--- config.mk ---
export PLATFORM = sky130hd
export DESIGN_NAME = tm1638_display_ctrl
export DESIGN_NICKNAME = d
export VERILOG_FILES = /design/src/rtl/tm1638_pkg.sv /design/src/rtl/tm1638_display_ctrl_seg7.sv /design/src/rtl/tm1638_display_ctrl.sv
export SDC_FILE = /design/constraint.sdc
export NUM_CORES = 1
export LEC_CHECK = 0
export CORE_UTILIZATION = 48
export CTS_BUF_LIST = sky130_fd_sc_hd__clkbuf_16
export DETAILED_ROUTE_END_ITERATION = 10
export PLACE_DENSITY = 0.86
export SLEW_MARGIN = 40
export SYNTH_ARGS = -nofsm -noshare
export SYNTH_HDL_FRONTEND = slang
export SYNTH_SLANG_ARGS = --single-unit
--- constraint.sdc ---
create_clock -name clk -period 3 [get_ports clk]
set_input_delay 0.3 -clock clk [delete_from_list [all_inputs] [get_ports clk]]
set_output_delay 0.3 -clock clk [all_outputs]
set_load 0.01 [all_outputs]
--- src/rtl/tm1638_pkg.sv ---
// Shared constants and FSM encoding for the TM1638 display sequencer.
package tm1638_pkg;

  localparam logic [7:0] CMD_DATA_WRITE = 8'h40;
  localparam logic [7:0] CMD_ADDR0      = 8'hC0;
  localparam logic [7:0] CMD_DISP_ON    = 8'h88;
  localparam logic [7:0] CMD_DISP_OFF   = 8'h80;

  localparam int NUM_DIGITS  = 8;
  localparam int FRAME_BYTES = 16;

  typedef enum logic [2:0] {
    IDLE,
    STB_LEAD,
    BIT_LOW,
    BIT_HIGH,
    STB_GAP
  } state_t;

endpackage

--- src/rtl/tm1638_display_ctrl_seg7.sv ---
// BCD to 7-segment translator; code order a..g,dp with a in bit 7.
// Non-decimal nibbles light only the decimal point as an error mark.
module tm1638_display_ctrl_seg7 (
  input  logic [3:0] bcd,
  output logic [7:0] seg
);

  always_comb begin
    case (bcd)
      4'd0:    seg = 8'hFC;
      4'd1:    seg = 8'h60;
      4'd2:    seg = 8'hDA;
      4'd3:    seg = 8'hF2;
      4'd4:    seg = 8'h66;
      4'd5:    seg = 8'hB6;
      4'd6:    seg = 8'hBE;
      4'd7:    seg = 8'hE0;
      4'd8:    seg = 8'hFE;
      4'd9:    seg = 8'hF6;
      default: seg = 8'h01;
    endcase
  end

endmodule

--- src/rtl/tm1638_display_ctrl.sv ---
// Write-only TM1638 refresh sequencer: snapshots digits/LEDs/brightness on start
// and serialises the three-segment command frame on STB/CLK/DIO.
module tm1638_display_ctrl
  import tm1638_pkg::*;
#(
  parameter int CLK_DIV = 50
) (
  input  logic        clk,
  input  logic        rst_n,
  input  logic        start,
  input  logic [31:0] digits,
  input  logic [7:0]  dp_mask,
  input  logic [7:0]  leds,
  input  logic [2:0]  brightness,
  input  logic        display_on,
  output logic        busy,
  output logic        done,
  output logic        tm_stb,
  output logic        tm_clk,
  output logic        tm_dio
);

  localparam int DIV_W = (CLK_DIV > 1) ? $clog2(CLK_DIV) : 1;
  localparam logic [DIV_W-1:0] DIV_LAST = DIV_W'(CLK_DIV - 1);

  state_t           state, state_next;
  logic [DIV_W-1:0] div_cnt;
  logic [2:0]       bit_cnt;
  logic [4:0]       byte_idx;
  logic [1:0]       seg_idx;

  logic [31:0] digits_q;
  logic [7:0]  dp_q;
  logic [7:0]  leds_q;
  logic [7:0]  cmd_disp_q;

  logic       tick;
  logic       last_bit;
  logic       last_byte;
  logic       gap_end;
  logic [2:0] digit_sel;
  logic [2:0] led_sel;
  logic [3:0] nibble;
  logic [7:0] seg_code;
  logic [7:0] tx_byte;
  logic       tx_msb_first;
  logic       tx_bit;

  assign tick      = (div_cnt == DIV_LAST);
  assign last_bit  = (bit_cnt == 3'd7);
  assign last_byte = (byte_idx == ((seg_idx == 2'd1) ? 5'(FRAME_BYTES) : 5'd0));
  // In STB_GAP the bit counter counts D-long phases: 0 = STB-low trail, 1..2 = STB-high gap.
  assign gap_end   = (bit_cnt == 3'd2);

  // Odd byte indices carry digit byte_idx/2; even ones (>0) carry LED byte_idx/2-1.
  assign digit_sel = byte_idx[3:1];
  assign led_sel   = byte_idx[3:1] - 3'd1;
  assign nibble    = digits_q[{~digit_sel, 2'b00} +: 4];

  tm1638_display_ctrl_seg7 u_seg7 (
    .bcd (nibble),
    .seg (seg_code)
  );

  // State register and sequencing counters.
  always_ff @(posedge clk) begin
    if (!rst_n) begin
      state    <= IDLE;
      div_cnt  <= '0;
      bit_cnt  <= '0;
      byte_idx <= '0;
      seg_idx  <= '0;
    end else begin
      // NOTE: sequential state uses non-blocking assignments so every register sees pre-edge values.
      state <= state_next;
      if (state == IDLE) begin
        div_cnt  <= '0;
        bit_cnt  <= '0;
        byte_idx <= '0;
        seg_idx  <= '0;
      end else begin
        div_cnt <= tick ? '0 : div_cnt + 1'b1;
        if (tick) begin
          case (state)
            BIT_HIGH: begin
              bit_cnt <= bit_cnt + 3'd1;
              if (last_bit && !last_byte) byte_idx <= byte_idx + 5'd1;
            end
            STB_GAP: begin
              if (gap_end) begin
                bit_cnt  <= '0;
                byte_idx <= '0;
                seg_idx  <= seg_idx + 2'd1;
              end else begin
                bit_cnt <= bit_cnt + 3'd1;
              end
            end
            default: ;
          endcase
        end
      end
    end
  end

  // NOTE: the snapshot registers are pure data loaded before use, so they carry no reset.
  always_ff @(posedge clk) begin
    if (state == IDLE && start) begin
      digits_q   <= digits;
      dp_q       <= dp_mask;
      leds_q     <= leds;
      cmd_disp_q <= display_on ? (CMD_DISP_ON | {5'b0, brightness}) : CMD_DISP_OFF;
    end
  end

  always_comb begin
    // NOTE: every combinational output gets a default first so no path infers a latch.
    state_next = state;
    case (state)
      IDLE:     if (start) state_next = STB_LEAD;
      STB_LEAD: if (tick) state_next = BIT_LOW;
      BIT_LOW:  if (tick) state_next = BIT_HIGH;
      BIT_HIGH: if (tick) state_next = (last_bit && last_byte) ? STB_GAP : BIT_LOW;
      STB_GAP:  if (tick && gap_end) state_next = (seg_idx == 2'd2) ? IDLE : STB_LEAD;
      default:  state_next = IDLE;
    endcase
  end

  // Byte selection; segment bytes go out seg[7] first so segment a lands in TM1638 bit0.
  always_comb begin
    tx_byte      = 8'h00;
    tx_msb_first = 1'b0;
    case (seg_idx)
      2'd0: tx_byte = CMD_DATA_WRITE;
      2'd1: begin
        if (byte_idx == 5'd0) begin
          tx_byte = CMD_ADDR0;
        end else if (byte_idx[0]) begin
          tx_byte      = seg_code | {7'b0, dp_q[~digit_sel]};
          tx_msb_first = 1'b1;
        end else begin
          tx_byte = {7'b0, leds_q[~led_sel]};
        end
      end
      2'd2: tx_byte = cmd_disp_q;
      default: ;
    endcase
    tx_bit = tx_msb_first ? tx_byte[~bit_cnt] : tx_byte[bit_cnt];
  end

  always_comb begin
    tm_stb = 1'b1;
    tm_clk = 1'b1;
    tm_dio = 1'b1;
    busy   = 1'b1;
    done   = 1'b0;
    case (state)
      IDLE:     busy   = 1'b0;
      STB_LEAD: tm_stb = 1'b0;
      BIT_LOW: begin
        tm_stb = 1'b0;
        tm_clk = 1'b0;
        tm_dio = tx_bit;
      end
      BIT_HIGH: begin
        tm_stb = 1'b0;
        tm_dio = tx_bit;
      end
      STB_GAP: begin
        tm_stb = (bit_cnt != 3'd0);
        done   = tick && gap_end && (seg_idx == 2'd2);
      end
      default: ;
    endcase
  end

endmodule

== Word-level counts from Yosys, hierarchy flattened ==
Memories as Yosys holds them, arrays and structs flattened.
Cells that the tools add are included.
Storage, ports and cells
  flip-flop bits (word level): 75
  bits in read-only memories: 128
  input port bits: 55
  word-level logic and storage cells: 97
  memories kept: 1
Memory list
  (no name shown): words 16, width 8, read ports 1, clocked after Yosys merged registers in 0, write ports 0, RTL line tm1638_display_ctrl_seg7.sv:9  | case (bcd)
Cells by class
  add/subtract/negate cells: 5
  order comparisons: 4
  equal/unequal tests: 17
  shift-type cells: 1
  muxes and demuxes: 35
  bitwise operators: 5
  reduce and logical (&&, ||, !) cells: 19
Operator list (count)
  variable part select 32 x 6 -> 4 bit: 1
  one-hot mux 8 bit (3 select lines): 1
  two-way mux 3 bit: 7
  less-than comparator 3 x 4 -> 1 bit (second input constant): 4
  two-way mux 8 bit: 2
  two-way mux 5 bit: 3
  one-hot mux 3 bit (5 select lines): 1
  inequality test 2 bit (second input constant): 7
  two-way mux 1 bit: 13
  binary-select mux 1 bit (select 3 bit): 4
  one-hot mux 5 bit (2 select lines): 1
  equality test 3 x 2 -> 1 bit (second input constant): 3
  inverter 3 bit: 3
  OR 8 x 1 -> 8 bit: 1
  adder 6 x 1 -> 6 bit (second input constant): 1
  equality test 3 bit (second input constant): 2
  equality test 6 bit (second input constant): 1
  one-hot mux 3 bit (2 select lines): 1
  OR reduction 3 bit: 2
  adder 5 x 1 -> 5 bit (second input constant): 1
  equality test 5 bit: 1
  logical AND 1 bit: 5
  zero test 5 bit: 1
  AND reduction 5 bit: 1
  other kinds (18): 19

== Depth between registers and ports, before layout ==
Gate-level depths: netlist (run 1).
  word-level depth: 11
  gate-level depth with buffers: 12

== Modules after synthesis ==
From an unflattened synthesis (run 1), not the netlist that was laid out.
Second synthesis, totals
  cells, all modules: 287
  area total of the unflattened synthesis: 3639.7 um^2
Modules (own cells, without submodules)
  tm1638_display_ctrl: instances 1, cells an instance 259, area each 3418.3 um^2, sequential area each 1941.9 um^2
  tm1638_display_ctrl_seg7: instances 1, cells an instance 28, area each 221.5 um^2, sequential area each 0.0 um^2

== Worst setup path after synthesis (run 1) ==
OpenSTA, ideal clock, no wires.
  path kind: flip-flop to output port
  start point: register byte_idx[1]
  end point: output port tm_dio
  arrival time: 2.875 ns
  required time: 2.700 ns
  slack: -0.175 ns
  stages on the path, launching flop included: 13
  buffers on the path: 2
  cell sequence: dfxtp_1 -> buf_6 -> buf_6 -> mux4_2 -> mux2i_1 -> inv_1 -> ha_1 -> nor2b_1 -> a2111oi_0 -> or4_1 -> a31oi_1 -> a311o_1 -> o211ai_2
On the way
  cells in the longest elaborated chain, start to end: 11
  elaborated cells between the ends (all ways): 22
  those cells by class: add/sub: 1; shift: 1; mux: 15; bitwise: 3; reduce/logical: 1; memory: 1
Ends and longest elaborated chain
  start, declared: RTL line tm1638_display_ctrl.sv:29  | logic [4:0] byte_idx;
  start signal, assigned: RTL line tm1638_display_ctrl.sv:87  | if (last_bit && !last_byte) byte_idx <= byte_idx + 5'd1;
  inverter 3 bit / subtractor 3 x 1 -> 3 bit (equally long branches): RTL line tm1638_display_ctrl.sv:58, tm1638_display_ctrl.sv:138, tm1638_display_ctrl.sv:57
  variable part select 32 x 6 -> 4 bit (tied with other cells): RTL line tm1638_display_ctrl.sv:58  | assign nibble = digits_q[{~digit_sel, 2'b00} +: 4];
  memory (16 x 8 bit) (tied with other cells)
  OR 8 x 1 -> 8 bit / two-way mux 1 bit (equally long branches): RTL line tm1638_display_ctrl.sv:138, tm1638_display_ctrl.sv:141
  two-way mux 8 bit: RTL line tm1638_display_ctrl.sv:137  | end else if (byte_idx[0]) begin
  two-way mux 8 bit: RTL line tm1638_display_ctrl.sv:135  | if (byte_idx == 5'd0) begin
  one-hot mux 8 bit (3 select lines): RTL line tm1638_display_ctrl.sv:132  | case (seg_idx)
  binary-select mux 1 bit (select 3 bit): RTL line tm1638_display_ctrl.sv:147  | tx_bit = tx_msb_first ? tx_byte[~bit_cnt] : tx_byte[bit_cnt];
  two-way mux 1 bit (implied by the code): RTL line tm1638_display_ctrl.sv:147
  two-way mux 1 bit *: RTL line tm1638_display_ctrl.sv:147
  two-way mux 1 bit *: RTL line tm1638_display_ctrl.sv:156  | case (state)
  end, declared: RTL line tm1638_display_ctrl.sv:20  | output logic tm_dio
Every way passes the cells marked *; elsewhere a longest branch is shown, timed or not. The select of a mux whose other input is x is not followed.

== Final worst setup path (run 1) ==
Ends and elaborated chain as after synthesis.

==> results of run 1 <==
power groups by stage:
stage | clock (mW) | combinational (mW) | sequential [mW]
2_1_floorplan | 0 | 0.108 | 1.17
3_3_place_gp | 0 | 0.226 | 1.18
3_5_place_dp | 0 | 0.233 | 1.18
4_1_cts | 1.09 | 0.240 | 1.16
5_1_grt | 1.13 | 0.270 | 1.17
6_report | 1.07 | 0.250 | 1.16
synthesized netlist by cell type (12+ instances only):
master	instances
a21oi_1	14
nand2_1	19
edfxtp_1	52
nor2_1	25
ha_1	19
mux4_2	12
inv_1	13
dfxtp_1	19
nand3_1	14
through the flow:
stage	util, %	setup TNS [ps]	instance area (µm²)	worst slack [ps]	std cells
floorplan	-	-12.6	3570	-12.6	288
global placement	61.8	-443	4460	-443	468
detailed placement	61.8	-522	4460	-522	468
CTS	66.4	-442	4790	-442	485
global route	67.3	-570	4850	-570	485
finish	67.3	-429	4850	-429	485
registers in the layout (all words and copies together) (netlist names):
name,count
leds_q,8
bit_cnt,3
digits_q,32
state,3
seg_idx,2
div_cnt,6
dp_q,8
cmd_disp_q,4
byte_idx,5
routing by layer:
layer  part of all wire, %  vias up
met3                   5.7       23
li1                      -     1264
met1                    40     1275
met4                   2.9        0
met5                     0        -
met2                    51       94
logic make-up (layout without fill, tap and decap cells):
logic type	Yosys count	after routing	synth area share, %
AO/OA/AOI/OAI	43	43	8.17
XOR/XNOR	10	10	2.46
adder cells (fa/ha/maj)	19	19	6.69
buffers and inverters	25	123	3.34
flip-flops	71	71	54.6
multiplexers	22	22	10.6
AND/OR/NAND/NOR	98	98	14.1
critical path: cells and delay by family, from the launching register on:
family / cells / cell delay, ps
mux: 2 / 770
buf+inv: 2 / 310
fa+ha+maj: 1 / 170
compound gates: 4 / 470
simple gates: 2 / 670
flops: 1 / 410
path summary, 6_finish.rpt:
| check | slack, ps | depth (start not counted) | end | from |
|---|---|---|---|---|
| worst min-delay path | 470 | 1 | div_cnt[0] | div_cnt[0] |
| worst min register to register | 470 | 1 | div_cnt[0] | div_cnt[0] |
| worst max register to register | 660 | 11 | byte_idx[1] | seg_idx[1] |
| worst max-delay path | -430 | 11 | tm_dio | byte_idx[1] |
final cells by class:
| class | count | area (µm²) | share of cell area [%] |
|---|---|---|---|
| repair buffers | 92 | 837 | 17.2 |
| multi-input cells | 192 | 1590 | 32.7 |
| clock buffers | 9 | 225 | 4.64 |
| inverters | 15 | 56.3 | 1.16 |
| clock inverters | 7 | 77.6 | 1.60 |
| well taps | 99 | 124 | 2.55 |
| flip-flops and latches | 71 | 1950 | 40.1 |
timing repair:
item / CTS / global route
pin swaps: 2 / 5
endpoints found under the setup margin: 1 / 1
gates resized for setup: 10 / 11
buffers inserted: 1 / 0
==> impl_metrics.csv, run 1 <==
group,metric,value,unit
finish,fillers,528,
pwr,p_sw,0.557,mW
floorplanning,pin_count,60,
worst_setup_path,worstSetupPathType,"reg -> out",
finish,diodes,0,
logic_synthesis,synth_edf_count,52,
cts,clk_path_buf_depth,2,
cts,clockRootBuffer,"clkbuf_16",
finish,fin_nets,455,
floorplanning,die_x,88.0,µm
pwr,combPwrFrac,10.0,%
drt,drc,0,
global_routing,grt_max_degree,53,
worst_setup_path,crit_fanout,7,
logic_synthesis,netlist_top_cells_area,"edfxtp_1 (44%), dfxtp_1 (11%), mux4_2 (7.6%)",
drt,drt_wl_total,7690,µm
outcome,status,"complete, but fails checks",
cts,h-tree-depth,3,
finish,drive_gt1_share,21.8,%
logic_synthesis,synthesis.area,0.00355,mm²
pwr,ir_drop,0.735,mV
global_routing,grt-ovfl-total,0,
cts,clock_latency,330,ps
global_routing,antenna_found_initial,0,
logic_synthesis,postSynth.asyncResetShare,0,%
global_routing,use_met1,25.0,%
worst_setup_path,crit_chain,"mux4_2 -> mux2i_4 -> buf_6 -> ha_1 -> nor2b_4 -> a2111oi_2 -> or4_1 -> a31oi_1 -> a311o_1 -> o211ai_2 -> buf_2",
cts,cts_hold_buf,0,
logic_synthesis,synthFlopType,"edfxtp_1",
timing,rsz0062_at_grt,"yes",
logic_synthesis,yosys.area.top_type_share,43.9,%
logic_synthesis,ys_seq_area_share,54.6,%
timing,slew_headroom,56.8,%
place,port_buffers,59,
timing,worst_pin_slew,648,ps
global_routing,grt_pass1_vias,2673,
pwr,p_leak,1.77,nW
cts,clkSlewWorstSetupHoldPaths,60,ps
floorplanning,core_area,0.00721,mm²
run,maxCapViolations,0,
pwr,seq_power_share,46.8,%
worst_setup_path,required,2700,ps
logic_synthesis,ys_warn_count,0,
cts,cts_buffers,9,
timing,worst_clock_skew,9.87,ps
place,dp_hpwl,5530,µm
pwr,internal-power,1.93,mW
worst_setup_path,startpoint_type,"register",
cts,cts_tree,"built",
cts,numClockSinks,71,
outcome,violations,"setup timing",
drt,drtIter0Drc,163,
logic_synthesis,yosysUniqueCellTypes,50,
timing,fin_crit,3430,ps
timing,hold_violations,0,
logic_synthesis,synth_top_area_cell,"edfxtp_1",
logic_synthesis,postSynthCellCount,288,
drt,drt_pass1_iterations,4,
timing,fmax,292,MHz
pwr,clkPwrFrac,43.1,%
global_routing,top_usage_layer,"met2",
worst_setup_path,max_stage_delay,550,ps
worst_setup_path,critPathArrivalTime,3130,ps
timing,finalSetupViolCount,1,
timing,fin_hold_ws,474,ps
pwr,power,2.48,mW
worst_setup_path,cp_slowest_cell,"mux4_2",
timing,drv_slew,0,
drt,via_per_inst,5.48,
finish,final_cell_mix,"clkdlybuf4s50_1 (58), edfxtp_1 (52), buf_4 (32), nor2_1 (25), nand2_1 (19)",
finish,area_delta_synth_final,36.6,%
floorplanning,die_h,88.0,µm
floorplanning,row_count,31,
floorplanning,die_area,0.00775,mm²
drt,ant_nets,0,
drt,avgRoutedWirePerCell,15.9,µm
finish,final_common_cell,"clkdlybuf4s50_1",
place,gp_congestion,0.842,
worst_setup_path,critPathCaptureType,"output port",
drt,route.vias.total,2656,
global_routing,met2_usage,37.3,%
logic_synthesis,avgSynthCellArea,12.3,µm²
hold_path,hp-class,"reg -> reg",
logic_synthesis,ys_ff_latch,71,
logic_synthesis,syn-num-nets,362,
global_routing,grtUsageTotal,21.9,%
floorplanning,start_util,49.3,%
timing,fin_crit_sh,114,%
timing,fin_ws,-429,ps
pwr,power_density,512,mW/mm²
global_routing,grt_pass1_wl,12500,µm
global_routing,grt_util_met3,7.45,%
pwr,switching_share,22.4,%
No activity file was read; power rests on OpenSTA's default activity.
==> run 2: changes to the inputs <==
--- a/config.mk
+++ b/config.mk
@@ -12,4 +12,5 @@
 export SLEW_MARGIN = 40
 export SYNTH_ARGS = -nofsm -noshare
 export SYNTH_HDL_FRONTEND = slang
+export SYNTH_HIERARCHICAL = 1
 export SYNTH_SLANG_ARGS = --single-unit
==> run 2 against run 1 <==
The flow still finishes with violations (setup timing). Final area shrank 2.4%. Wire length shrank 4.3%. Sequential power is essentially flat. First-iteration DRC count shrank 31%. Non-clock buffer count shrank 15. Clock power shrank 15%. Critical path depth grew 1. Sequential cell count is the same. Final cell count shrank 3.9%. Combinational power grew 16%. Sequential share of layout area grew 1.0 points. Largest power group unchanged.
==> impl_metrics.csv, run 2 <==
group,metric,value,unit
logic_synthesis,synthFlopType,"edfxtp_1",
floorplanning,die_x,89.1,µm
pwr,power_density,500,mW/mm²
worst_setup_path,r2r_slack,590,ps
finish,diodes,0,
global_routing,grt_max_degree,53,
timing,fin_crit_sh,112,%
worst_setup_path,max_stage_delay,480,ps
worst_setup_path,crit_top_cell,"buf_6",
drt,drtIter0Drc,113,
place,gp_congestion,0.832,
worst_setup_path,crit-reg2reg-launch,"byte_idx[1]",
pwr,combPwrFrac,12.2,%
cts,clockRootBuffer,"clkbuf_16",
place,port_buffers,59,
finish,drive_gt1_share,19.9,%
cts,h-tree-depth,3,
floorplanning,core_area,0.00729,mm²
worst_setup_path,cp_slowest_cell,"mux4_2",
worst_setup_path,reg2reg_to,"byte_idx[3]",
logic_synthesis,netlist_top_cells_area,"edfxtp_1 (43%), dfxtp_1 (10%), ha_1 (6.9%)",
logic_synthesis,synthesis.area,0.00364,mm²
worst_setup_path,critPathCaptureType,"output port",
cts,clk_path_buf_depth,2,
drt,route.vias.total,2611,
floorplanning,start_util,49.9,%
timing,finalSetupViolCount,1,
finish,largest_register_ffs,32,
worst_setup_path,crit_fanout,6,
cts,cts_hold_buf,0,
run,maxCapViolations,0,
logic_synthesis,yosys.area.top_type_share,42.9,%
worst_setup_path,startpoint_type,"register",
timing,fin_ws,-357,ps
drt,ant_nets,0,
worst_setup_path,required,2700,ps
floorplanning,die_area,0.00794,mm²
worst_setup_path,worstSetupPathType,"reg -> out",
timing,fmax,298,MHz
logic_synthesis,synth_most_common_cell,"edfxtp_1",
timing,slew_headroom,57.3,%
hold_path,hold_depth,1,
pwr,power,2.37,mW
logic_synthesis,postSynthCellCount,287,
pwr,clkPwrFrac,38.2,%
logic_synthesis,syn-num-nets,362,
logic_synthesis,synth_top_area_cell,"edfxtp_1",
drt,drt_wl_total,7360,µm
drt,drc,0,
drt,avgRoutedWirePerCell,15.8,µm
finish,top_regs,"digits_q: 32 flops, dp_q: 8 flops, leds_q: 8 flops",
global_routing,antenna_found_initial,0,
timing,rsz0062_at_grt,"yes",
hold_path,hp-class,"reg -> reg",
outcome,violations,"setup timing",
timing,drv_slew,0,
pwr,seq_power_share,49.6,%
logic_synthesis,synth_edf_count,52,
global_routing,grt-ovfl-total,0,
global_routing,grt_pass1_vias,2683,
hold_path,hp-start,"div_cnt[0]",
timing,hold_violations,0,
finish,final_common_cell,"clkdlybuf4s50_1",
worst_setup_path,crit_chain,"buf_6 -> mux4_2 -> mux2_4 -> buf_6 -> a21oi_2 -> o22ai_1 -> a21oi_1 -> a221o_1 -> o32ai_1 -> o31ai_1 -> o211ai_2 -> buf_2",
logic_synthesis,ys_ff_latch,71,
finish,max_flop_register,"digits_q",
finish,fin_nets,437,
finish,final_cell_mix,"clkdlybuf4s50_1 (58), edfxtp_1 (52), nor2_1 (19), ha_1 (19)",
floorplanning,die_h,89.1,µm
pwr,p_sw,0.526,mW
finish,finish.utilization,65.0,%
pwr,internal-power,1.84,mW
global_routing,grt_pass1_wl,12200,µm
worst_setup_path,critPathArrivalTime,3060,ps
hold_path,hold_end,"div_cnt[0]",
global_routing,grtUsageTotal,20.8,%
pwr,switching_share,22.2,%
finish,area_delta_synth_final,30.1,%
cts,clock_latency,320,ps
logic_synthesis,yosysUniqueCellTypes,58,
cts,cts_buffers,9,
drt,via_per_inst,5.60,
place,pre_cts_slack,-565,ps
drt,drt_pass1_iterations,4,
floorplanning,pin_count,60,
timing,worst_clock_skew,5.15,ps
pwr,p_leak,1.68,nW
cts,numClockSinks,71,
logic_synthesis,ys_warn_count,6,
logic_synthesis,avgSynthCellArea,12.7,µm²
logic_synthesis,ys_seq_area_share,53.4,%
floorplanning,row_count,31,
timing,worst_pin_slew,641,ps
pwr,ir_drop,0.324,mV
timing,fin_crit,3360,ps
worst_setup_path,r2r_cells,9,
outcome,status,"complete, but fails checks",
cts,cts_tree,"built",
logic_synthesis,postSynth.asyncResetShare,0,%
place,dp_hpwl,5290,µm
cts,clkSlewWorstSetupHoldPaths,50,ps
logic_synthesis,ys_top_cells_by_count,"edfxtp_1 (52), nor2_1 (21), ha_1 (20)",
## run 2: cell count changes after synthesis, sizes merged, moves of 5 or more
cell   delta
nand2     -8
nand3     -7
nor2b     -5
o22ai     +5
## run 2: critical path: cells and delay by family, from the launching register on
kind | cells | cell delay (ps)
AOI/OAI and AO/OA | 7 | 1060
buffers and inverters | 3 | 420
DFF | 1 | 410
muxes | 2 | 820
## run 2: metal layers
metal  wire, µm  vias to the layer above  GRT usage [%]
met4        229                        0           13.6
li1           -                     1237              -
met5          0                        -              0
met1       2960                     1248           24.6
met2       3800                      105           35.9
met3        368                       21           2.86
## run 2: how the worst max path moves through the flow
stage / start / endpoint / slack [ps] / depth (start not counted)
2_1_floorplan: byte_idx[1] / tm_dio / -30 / 13
3_3_place_gp: byte_idx[1] / tm_dio / -400 / 12
3_5_place_dp: byte_idx[1] / tm_dio / -560 / 11
4_1_cts: byte_idx[1] / tm_dio / -350 / 13
5_1_grt: byte_idx[1] / tm_dio / -490 / 12
6_report: byte_idx[1] / tm_dio / -360 / 12
## run 2: logic make-up after synthesis
kind of cell    after synthesis  synth area share [%]
simple gates                 73                  11.2
flops                        71                  53.4
fa+ha+maj                    20                  6.88
xor+xnor                      8                  1.93
mux                          25                  10.9
buf+inv                      31                  4.61
compound gates               59                  11.1
## run 2: final cells by class
class	count	area, µm²
tap	99	124
sequential	71	1950
clock buffer	9	225
fill	549	2550
multi-input combinational	185	1610
clock inverter	7	33.8
timing repair buffer	77	728
inverter	18	70.1
## run 2: through the flow
step	instances	setup TNS [ps]	hold slack [ps]	area, µm²
after floorplan	287	-27.9	399	3660
after global placement	446	-402	441	4370
after detailed placement	446	-565	459	4370
after CTS	466	-352	471	4730
after global routing	466	-487	519	4740
final	466	-357	467	4740
## run 2: power groups by stage
stage	registers (mW)	clock network, mW	logic [mW]
floorplan	1.18	0	0.153
global placement	1.19	0	0.255
detailed placement	1.20	0	0.264
CTS	1.18	0.922	0.287
global route	1.18	0.967	0.313
finish	1.18	0.905	0.289
## run 2: what timing repair did
item	CTS	global route
setup endpoints to repair	1	1
resized for setup	25	1
buffers inserted	4	0
pin swaps	7	2
==> run 3: changes to the inputs <==
--- a/config.mk
+++ b/config.mk
@@ -5,10 +5,11 @@
 export SDC_FILE = /design/constraint.sdc
 export NUM_CORES = 1
 export LEC_CHECK = 0
+export CAP_MARGIN = 0
 export CORE_UTILIZATION = 48
 export CTS_BUF_LIST = sky130_fd_sc_hd__clkbuf_16
 export DETAILED_ROUTE_END_ITERATION = 10
-export PLACE_DENSITY = 0.86
+export PLACE_DENSITY = 0.76
 export SLEW_MARGIN = 40
 export SYNTH_ARGS = -nofsm -noshare
 export SYNTH_HDL_FRONTEND = slang
==> run 3 against run 2 <==
The run still ends with setup timing left. Core utilization increased by 1.9 points. Global-route usage decreased by 0.71 points. Sequential cell count is the same. Fmax is 0.39% lower. Clock skew decreased by 1.8 ps. Critical path depth did not move. Clock power is 33% higher. Wire length decreased by 3.1%. Setup slack got worse by 13 ps. Final area increased by 2.9%. Largest power group is now the clock network.
==> impl_metrics.csv, run 3 (same netlist as run 2, synthesis figures left out) <==
group,metric,value,unit
floorplanning,pin_count,60,
place,gp_congestion,0.850,
cts,cts_buffers,9,
finish,final_common_cell,"clkdlybuf4s50_1",
global_routing,grt_pass1_wl,11800,µm
timing,fmax,297,MHz
cts,cts_tree,"built",
timing,drv_slew,0,
worst_setup_path,startpoint_type,"register",
global_routing,grtUsageTotal,20.1,%
finish,fin_nets,441,
timing,hold_violations,0,
global_routing,antenna_found_initial,0,
pwr,ir_drop,0.351,mV
drt,route.vias.total,2517,
timing,fin_crit_sh,112,%
floorplanning,die_x,89.1,µm
timing,slew_headroom,64.4,%
pwr,p_leak,1.73,nW
worst_setup_path,cp_slowest_cell,"mux4_2",
finish,largest_register_ffs,32,
cts,clock_latency,320,ps
drt,drt_wl_total,7130,µm
place,placed_cells,447,
drt,avgRoutedWirePerCell,15.2,µm
place,dp_hpwl,5050,µm
timing,fin_crit,3370,ps
finish,area_delta_synth_final,34.0,%
worst_setup_path,required,2700,ps
timing,tns,-370,ps
drt,drt_pass1_iterations,5,
worst_setup_path,cpLargestDelayFamily,"compound AO/OA/AOI/OAI gates",
floorplanning,row_count,31,
cts,h-tree-depth,3,
finish,final_cell_mix,"clkdlybuf4s50_1 (58), edfxtp_1 (52), nor2_1 (19), ha_1 (19), buf_4 (19)",
cts,clkSlewWorstSetupHoldPaths,50,ps
drt,ant_nets,0,
global_routing,grt_max_degree,54,
finish,fillers,555,
global_routing,grt_pass1_vias,2520,
worst_setup_path,critPathCaptureType,"output port",
worst_setup_path,crit_fanout,6,
finish,max_flop_register,"digits_q",
finish,finish.utilization,66.9,%
worst_setup_path,max_stage_delay,510,ps
cts,cts_hold_buf,0,
outcome,status,"complete, but fails checks",
worst_setup_path,critPathArrivalTime,3070,ps
global_routing,grt-ovfl-total,0,
worst_setup_path,crit_chain,"buf_6 -> mux4_2 -> mux2_4 -> nor2_4 -> a21oi_2 -> o22ai_1 -> a21oi_1 -> a221o_1 -> o31ai_2 -> a211oi_2 -> o211ai_2 -> buf_2",
floorplanning,start_util,49.9,%
run,maxCapViolations,0,
hold_path,hp-class,"reg -> reg",
cts,clockRootBuffer,"clkbuf_16",
floorplanning,die_h,89.1,µm
timing,worst_clock_skew,3.33,ps
place,port_buffers,59,
cts,clk_path_buf_depth,2,
finish,multi_input_area,0.00163,mm²
drt,via_per_inst,5.36,
floorplanning,core_area,0.00729,mm²
timing,fin_hold_ws,468,ps
pwr,power_density,549,mW/mm²
drt,drtIter0Drc,129,
finish,diodes,0,
timing,finalSetupViolCount,1,
timing,worst_pin_slew,534,ps
finish,fin_cells,470,
cts,numClockSinks,71,
finish,drive_gt1_share,22.4,%
worst_setup_path,worstSetupPathType,"reg -> out",
floorplanning,die_area,0.00794,mm²
timing,rsz0062_at_grt,"yes",
finish,top_regs,"digits_q: 32 flops, dp_q: 8 flops, leds_q: 8 flops",
drt,drc,0,
finish,seq_area,0.00195,mm²
outcome,violations,"setup timing",
timing,fin_ws,-370,ps
worst_setup_path,worst-path-buf-inv,2,
pwr,power,2.67,mW
-- run 3: cell count changes in the layout (fill, tap and decap cells not counted), sizes merged --
cell	change
bufinv	+3
mux2	+1
clkinvlp	-1
clkinv	-3
inv	+1
buf	+3
-- run 3: layout make-up --
cell class	count	share of cell area (%)
flip-flops and latches	71	39.9
repair buffers	80	15.6
multi-input cells	186	33.4
clock buffers	9	4.62
well taps	99	2.54
inverters	18	1.44
clock inverters	7	2.46
-- run 3: metrics by stage --
| stage | instance area, µm² | worst slack, ps |
|---|---|---|
| CTS | 4820 | -404 |
| detailed placement | 4390 | -553 |
| global route | 4880 | -490 |
| global placement | 4390 | -441 |
| finish | 4880 | -370 |
| floorplan | 3660 | -27.9 |
-- run 3: power breakdown --
part | total (mW) | leakage [nW] | internal [mW] | switching, mW
registers | 1.17 | 0.651 | 1.14 | 0.0308
logic | 0.297 | 0.911 | 0.164 | 0.133
clock network | 1.20 | 0.172 | 0.815 | 0.388
-- run 3: path summary, 6_finish.rpt --
check	from	end	slack, ps	cells after the start
setup / recovery	byte_idx[1]	tm_dio	-370	12
setup reg to reg	byte_idx[1]	byte_idx[1]	620	9
hold / removal	div_cnt[0]	div_cnt[0]	470	1
hold reg to reg	div_cnt[0]	div_cnt[0]	470	1
-- run 3: what timing repair did --
item | CTS | global route
cloned | 1 | 0
gates resized for setup | 15 | 12
endpoints found under the hold margin | 0 | 0
pin swaps | 7 | 4
setup buffers | 4 | 2
setup endpoints to repair | 1 | 1
-- run 3: routing by layer --
layer,routed length (µm),GRT usage [%],part of all wire [%]
met5,0,0,0
met4,133,8.23,1.9
met3,344,3.97,4.8
met1,3130,26.5,44
met2,3530,33.0,49
==> patch: new RTL, settings of run 3 <==
Encoding of `state_t`: now one-hot (5 bits for 5 states).
--- a/src/rtl/tm1638_pkg.sv
+++ b/src/rtl/tm1638_pkg.sv
@@ -9,12 +9,12 @@
   localparam int NUM_DIGITS  = 8;
   localparam int FRAME_BYTES = 16;
 
-  typedef enum logic [2:0] {
-    IDLE,
-    STB_LEAD,
-    BIT_LOW,
-    BIT_HIGH,
-    STB_GAP
+  typedef enum logic [4:0] {
+    IDLE     = 5'b00001,
+    STB_LEAD = 5'b00010,
+    BIT_LOW  = 5'b00100,
+    BIT_HIGH = 5'b01000,
+    STB_GAP  = 5'b10000
   } state_t;
 
 endpackage
Check against the original RTL: same outputs for any inputs over 10 cycles, from zero or initial values and one cycle with rst_n low; not proved beyond that.
==> patch against run 3 <==
  * The flow still finishes with violations (negative setup slack)
  * Sequential cell count up 2
  * Synthesized area increased by 3.7%
  * First-iteration DRC count rose by 19%
  * Cell area is 1.1% higher
  * Count of clock-buffer cells in the layout stayed put
  * Critical path depth is 1 higher
  * Hold slack worse by 0.0024 ns
  * Setup slack worse by 0.036 ns
  * Routed wire length rose by 8.1%
  * Die area up 3.6%
  * Highest routed layer unchanged
Power is not compared: it rests on default switching activity, and its combinational part moved more than twofold at a synthesized area within 25%.
==> patch: results (changes against run 3) <==
[run_status]
violations=negative setup slack
status=finished with violations

[finish]
fillCellCount=524  ; -5.6%
final-seq-area_mm2=0.00199  ; +2.0%
seq_cell_count=73  ; +2.8%
clkCellAreaFrac_pct=6.02  ; -1.1 points
multi_input_area_mm2=0.00168  ; +2.9%
buf_share_pct=15.5  ; -0.043 points

[timing]
fin_ws_ns=-0.406  ; -0.0363 ns
fin_setup_tns_ns=-0.406  ; -0.0363 ns
finalSetupViolations=1  ; unchanged

[synthesis]
synth_nets=388  ; +7.2%
ys_types=56  ; -3.4%
synth-seq-area-share_pct=52.5  ; -0.85 points
synthTopCellsByArea=edfxtp_1 41%, dfxtp_1 11%, ha_1 6.6%
avgSynthCellArea_um2=12.1  ; -4.9%
synth_commonest_cells=52 x edfxtp_1, 26 x nor2_1, 21 x dfxtp_1

[global_routing]
grt_usage_pct=20.8  ; +0.62 points

[drt]
num_vias=2687  ; +6.8%
first_pass_iters=4  ; -1
wl_per_cell_um=15.6  ; +2.9%

[cts]
cts_setup_buffers=6  ; +2

[place]
pre_cts_slack_ns=-0.496  ; +0.0569 ns
dp.cells=472  ; +5.6%
place_congestion=0.907  ; +6.7%

[worst_setup_path]
cp_max_fo=7  ; +1

-- patch: cell types whose count changed after synthesis, sizes merged, moves of 4 or more --
cell	change
nand3	+5
o211ai	+4
a31oi	-4
nor2	+5
nand2	+9
nor3	+6
-- patch: worst paths after layout --
path | startpoint | to | depth (start not counted) | slack, ns
max | byte_idx[1] | tm_dio | 13 | -0.41
min | div_cnt[0] | div_cnt[0] | 1 | 0.47
max reg2reg | byte_idx[1] | byte_idx[3] | 9 | 0.55
min reg2reg | div_cnt[0] | div_cnt[0] | 1 | 0.47
-- patch: cells by family after synthesis --
kind of cell | Yosys count | share of synthesized area (%)
compound gates | 51 | 9.31
fa+ha+maj | 20 | 6.63
buf+inv | 35 | 4.74
xor+xnor | 11 | 2.55
simple gates | 97 | 13.6
mux | 26 | 10.7
flops | 73 | 52.5
-- patch: per-layer routing --
layer	vias to the layer above	track usage [%]	part of all wire [%]
met5	-	0	0
met1	1275	25.8	44
met2	82	34.0	49
li1	1313	-	-
met4	0	9.81	2.1
met3	17	4.97	4.3
